**src/rtl/wake_controller.sv**
```systemverilog
// UART low-power wake controller: drains the link, sleeps with the datapath clock gated,
// and wakes on a glitch-qualified RX low level or a host transmit request.
module wake_controller #(
  parameter int unsigned WAKE_DELAY    = 16,
  parameter int unsigned GLITCH_CYCLES = 8
) (
  input  logic       i_Clock,
  input  logic       i_reset,
  input  logic       enter_sleep,
  input  logic       TX_Active,
  input  logic       RX_Active,
  input  logic       i_RX_Serial,
  input  logic       i_TX_Request,
  output logic       o_Clk_Enable,
  output logic       o_Sleeping,
  output logic       o_Ready,
  output logic       o_Wake_Pulse,
  output logic [1:0] o_Wake_Source
);

  typedef enum logic [2:0] {
    ST_ACTIVE = 3'd0,
    ST_DRAIN  = 3'd1,
    ST_SLEEP  = 3'd2,
    ST_FILTER = 3'd3,
    ST_WAKEUP = 3'd4
  } state_t;

  localparam logic [15:0] DELAY_LAST = 16'(WAKE_DELAY - 1);
  localparam logic [7:0]  GLITCH_MAX = 8'(GLITCH_CYCLES);

  state_t      state_r;
  state_t      state_s;
  logic        rx_meta_r;
  logic        rx_sync_r;
  logic        rearm_r;
  logic [7:0]  glitch_cnt_r;
  logic [7:0]  glitch_cnt_s;
  logic [7:0]  glitch_inc_s;
  logic [15:0] delay_cnt_r;
  logic [15:0] delay_cnt_s;
  logic [1:0]  wake_src_r;
  logic [1:0]  wake_src_s;
  logic        wake_pulse_r;
  logic        wake_done_s;

  // Two-flop synchroniser for the asynchronous RX line (idle high).
  always_ff @(posedge i_Clock or negedge i_reset) begin
    if (!i_reset) begin
      rx_meta_r <= 1'b1;
      rx_sync_r <= 1'b1;
    end else begin
      rx_meta_r <= i_RX_Serial;
      rx_sync_r <= rx_meta_r;
    end
  end

  // State, counters, wake source, rearm flag and wake strobe registers.
  always_ff @(posedge i_Clock or negedge i_reset) begin
    if (!i_reset) begin
      state_r      <= ST_ACTIVE;
      glitch_cnt_r <= 8'd0;
      delay_cnt_r  <= 16'd0;
      wake_src_r   <= 2'b00;
      rearm_r      <= 1'b1;
      wake_pulse_r <= 1'b0;
    end else begin
      state_r      <= state_s;
      glitch_cnt_r <= glitch_cnt_s;
      delay_cnt_r  <= delay_cnt_s;
      wake_src_r   <= wake_src_s;
      wake_pulse_r <= wake_done_s;
      // Completion of a wake disarms sleep until the power manager deasserts its request.
      if (wake_done_s) begin
        rearm_r <= 1'b0;
      end else if (!enter_sleep) begin
        rearm_r <= 1'b1;
      end else begin
        rearm_r <= rearm_r;
      end
    end
  end

  // Next-state and counter update logic.
  always_comb begin
    state_s      = state_r;
    glitch_cnt_s = glitch_cnt_r;
    delay_cnt_s  = delay_cnt_r;
    wake_src_s   = wake_src_r;
    wake_done_s  = 1'b0;
    glitch_inc_s = (glitch_cnt_r == 8'hFF) ? glitch_cnt_r : glitch_cnt_r + 8'd1;
    case (state_r)
      ST_ACTIVE: begin
        if (enter_sleep && rearm_r) begin
          state_s = ST_DRAIN;
        end else begin
          state_s = ST_ACTIVE;
        end
      end
      ST_DRAIN: begin
        if (!enter_sleep || i_TX_Request) begin
          state_s = ST_ACTIVE;
        end else if (!TX_Active && !RX_Active && rx_sync_r) begin
          state_s = ST_SLEEP;
        end else begin
          state_s = ST_DRAIN;
        end
      end
      ST_SLEEP: begin
        if (i_TX_Request) begin
          state_s     = ST_WAKEUP;
          wake_src_s  = rx_sync_r ? 2'b10 : 2'b11;
          delay_cnt_s = 16'd0;
        end else if (!rx_sync_r) begin
          if (GLITCH_MAX <= 8'd1) begin
            state_s     = ST_WAKEUP;
            wake_src_s  = 2'b01;
            delay_cnt_s = 16'd0;
          end else begin
            state_s      = ST_FILTER;
            glitch_cnt_s = 8'd1;
          end
        end else begin
          state_s = ST_SLEEP;
        end
      end
      ST_FILTER: begin
        if (i_TX_Request) begin
          state_s     = ST_WAKEUP;
          wake_src_s  = 2'b11;
          delay_cnt_s = 16'd0;
        end else if (rx_sync_r) begin
          state_s = ST_SLEEP;
        end else begin
          glitch_cnt_s = glitch_inc_s;
          if (glitch_inc_s >= GLITCH_MAX) begin
            state_s     = ST_WAKEUP;
            wake_src_s  = 2'b01;
            delay_cnt_s = 16'd0;
          end else begin
            state_s = ST_FILTER;
          end
        end
      end
      ST_WAKEUP: begin
        if (delay_cnt_r >= DELAY_LAST) begin
          state_s     = ST_ACTIVE;
          wake_done_s = 1'b1;
        end else begin
          delay_cnt_s = delay_cnt_r + 16'd1;
          state_s     = ST_WAKEUP;
        end
      end
      default: begin
        state_s = ST_ACTIVE;
      end
    endcase
  end

  // Status outputs decoded from the registered state.
  always_comb begin
    o_Clk_Enable = 1'b1;
    o_Sleeping   = 1'b0;
    o_Ready      = 1'b0;
    case (state_r)
      ST_ACTIVE: begin
        o_Ready = 1'b1;
      end
      ST_SLEEP, ST_FILTER: begin
        o_Clk_Enable = 1'b0;
        o_Sleeping   = 1'b1;
      end
      default: begin
        o_Clk_Enable = 1'b1;
      end
    endcase
  end

  assign o_Wake_Pulse  = wake_pulse_r;
  assign o_Wake_Source = wake_src_r;

endmodule

```
**config.mk**
```make
export PLATFORM = sky130hd
export DESIGN_NAME = wake_controller
export DESIGN_NICKNAME = d
export VERILOG_FILES = /design/src/rtl/wake_controller.sv
export SDC_FILE = /design/constraint.sdc
export NUM_CORES = 1
export LEC_CHECK = 0
export BUFFER_PORTS_ARGS = -buffer_cell sky130_fd_sc_hd__buf_4
export CORE_MARGIN = 2
export CORE_UTILIZATION = 30
export CTS_CLUSTER_SIZE = 30
export DETAILED_ROUTE_END_ITERATION = 8
export SETUP_SLACK_MARGIN = 0.05
export SLEW_MARGIN = 20
export SYNTH_ARGS = -nofsm -noshare
export SYNTH_HDL_FRONTEND = slang
export SYNTH_SLANG_ARGS = --single-unit
```
**constraint.sdc**
```tcl
create_clock -name i_Clock -period 4.4 [get_ports i_Clock]
set_clock_uncertainty 0.05 [all_clocks]
set_input_delay 0.88 -clock i_Clock [delete_from_list [all_inputs] [get_ports i_Clock]]
set_output_delay 0.88 -clock i_Clock [all_outputs]
set_load 0.05 [all_outputs]
```
==> run summary <==
status: finished clean
Synth Flop Type: dfrtp_1
Die H: 80.3 µm
CP Class: reg -> reg
Seq cells post-synth: 33
final hold vios: 0
post-CTS sizing: 0
logic gate share of total power: 0.177
largest cells by area after synthesis: dfrtp_1 (43%), nand2_1 (4.9%), dfstp_2 (4.5%)
Worst EP arrival: 2820 ps
Top delay family on crit path: simple AND/OR/NAND/NOR gates
PD cells: 362 nW/µm²
IO Pins: 13
Vias: 1308
Max stage delay on crit path: 570 ps
port bufs: 12
Post-DRT Antenna Nets: 0
post-DP HPWL: 2450 µm
startpoint types: flip-flop
final WL: 3520 µm
Worst Path Max Fanout: 12
RSZ-0062 raised after global routing: false
min Tclk post-route: 2710 ps
syn avg cell area: 9.76 µm²
Slew Viols, Final: 0
relative slew slack: 0.533
Post-CTS Repair Setup Buffers: 0
setup_tns: 0 ps
Critical Path RT: 4520 ps
largest net degree at the start of global routing: 34
cell leakage power: 0.000867 µW
Final setup viols: 0
most common cell after layout, fill and taps aside: dfrtp_1
GR Util All Layers: 0.125
Clk pwr share: 0.315
share of power burned in registers: 0.509
Psw: 219 µW
actual slew at the worst max-slew pin: 700 ps
Initial Util: 0.313
Initial DRT Pass Iterations: 4
clock sinks: 33
worst path bufs/invs: 0
CTS Root Cell: clkbuf_8
Fmax achieved: 0.369 GHz
Die Wd: 80.3 µm
# hold bufs at CTS: 0
Yosys top cell area share: 0.430
clock insertion delay at the later pin of the skew report: 290 ps
Tot Pwr: 706 µW
Tcrit/Tclk final: 0.615
Filler cells: 584
Overflow after GRT: 0
die area: 6450 µm²
Final Net Count: 199
Post-synth EDFFs: 0
Avg Vias per Cell: 4.97
vias in the first global route: 1289
Layout area overhead: 11.8%
sequential share of the synthesized area: 0.475
crit-path cells: ha_1 -> and2_1 -> o21ai_0 -> a31oi_1 -> o41ai_4 -> nor2_2 -> mux2_4
RD Place Congestion: 0.851
post-synth top area cell: dfrtp_1
most frequent cells in the layout: dfrtp_1 (30), nand2_1 (23), o21ai_0 (13), a21oi_1 (12), buf_4 (12)
initial antenna violation count: 0
H-tree depth: 2
Site Rows: 27
async set-or-reset flop fraction in the synthesized netlist: 1.00
syn_nets: 188
first-pass GRT wire length: 6120 µm
Int Power: 487 µW
Worst-path clk slew: 60 ps
WL per Instance: 13.4 µm
Net Sw Frac: 0.310
Core ar.: 5570 µm²
layout cells sized above 1: 0.225
count of different cell masters after synthesis: 49
drc violations: 0
CP Capture Type: flip-flop
synthesized area: 1750 µm²
Max IR drop VDD: 0.149 mV
CTS Buffer Depth: 2
clock buffer count from CTS: 5
Mapped Cells: 179
CP max stage cell: nor2_2
Initial DRC Count: 83
Synth Warn #: 0
antenna diode count: 0
max cap viols: 0
CTS tree: yes
Tightest Hold Check Type: reg -> reg
-- final cells by class --
class                   instances  area [µm²]  area share
repair buffers                 12        90.1      0.0461
clock buffers                   6        72.6      0.0372
clock inverters                 2        10.0     0.00512
well taps                      72        90.1      0.0461
flip-flops and latches         33         830       0.425
multi-input cells             130         831       0.425
inverters                       8        30.0      0.0154
-- cells by family (layout without fill, tap and decap cells) --
group,count (synthesis),count (layout),share of synthesized area
AND/OR/NAND/NOR,73,73,0.226
multiplexers,5,5,0.0322
buffers and inverters,16,28,0.0494
adder cells (fa/ha/maj),2,2,0.0143
flip-flops,33,33,0.475
AO/OA/AOI/OAI,50,50,0.203
-- flip-flops by register name, indices dropped and copies added, names as in the netlist --
signal / flops
o_Wake_Pulse: 1
rx_sync_r: 1
rearm_r: 1
state_r: 3
o_Wake_Source: 2
delay_cnt_r: 16
rx_meta_r: 1
glitch_cnt_r: 8
-- synth_stat cells (all sizes together) (3+ instances only) --
| cell type | instances |
|---|---|
| a21o | 3 |
| inv | 8 |
| dfrtp | 30 |
| nor2 | 11 |
| a21oi | 15 |
| nor3 | 6 |
| nor2b | 9 |
| clkbuf | 3 |
| o21ai | 13 |
| mux2i | 3 |
| nor4 | 4 |
| dfstp | 3 |
| nand2 | 23 |
| nand3 | 7 |
| buf | 5 |
| a31oi | 4 |
-- metrics by stage --
step	util	area (µm²)	hold slack, ps	instances	setup WS, ps
final	0.350	1950	307	263	1690
after floorplan	-	1750	295	179	1860
after global routing	0.350	1950	310	263	1540
after detailed placement	0.336	1870	298	255	1760
after global placement	0.336	1870	298	255	1810
after CTS	0.350	1950	308	263	1680
-- power by group through the flow --
stage	sequential [µW]	combinational [µW]	clock, µW
3_3_place_gp	365	125	0
2_1_floorplan	380	68.0	0
6_report	359	125	222
5_1_grt	365	140	245
3_5_place_dp	364	126	0
4_1_cts	359	127	235
-- worst paths after layout --
check,startpoint,to,slack (ps),cells after the start
hold reg to reg,rx_meta_r,rx_sync_r,310,0
setup reg to reg,glitch_cnt_r[0],o_Wake_Source[0],1690,7
max in group asynchronous,i_reset,rx_sync_r,3490,1
setup / recovery,glitch_cnt_r[0],o_Wake_Source[0],1690,7
hold / removal,rx_meta_r,rx_sync_r,310,0
min in group asynchronous,i_reset,glitch_cnt_r[4],470,1
-- per-layer routing --
| metal | GRT usage | routed length [µm] | up-vias |
|---|---|---|---|
| li1 | - | - | 664 |
| met1 | 0.166 | 1740 | 617 |
| met2 | 0.188 | 1570 | 23 |
| met3 | 0.0371 | 156 | 4 |
| met4 | 0.0508 | 53 | 0 |
| met5 | 0 | 0 | - |
No activity file was read; power rests on OpenSTA's default activity.
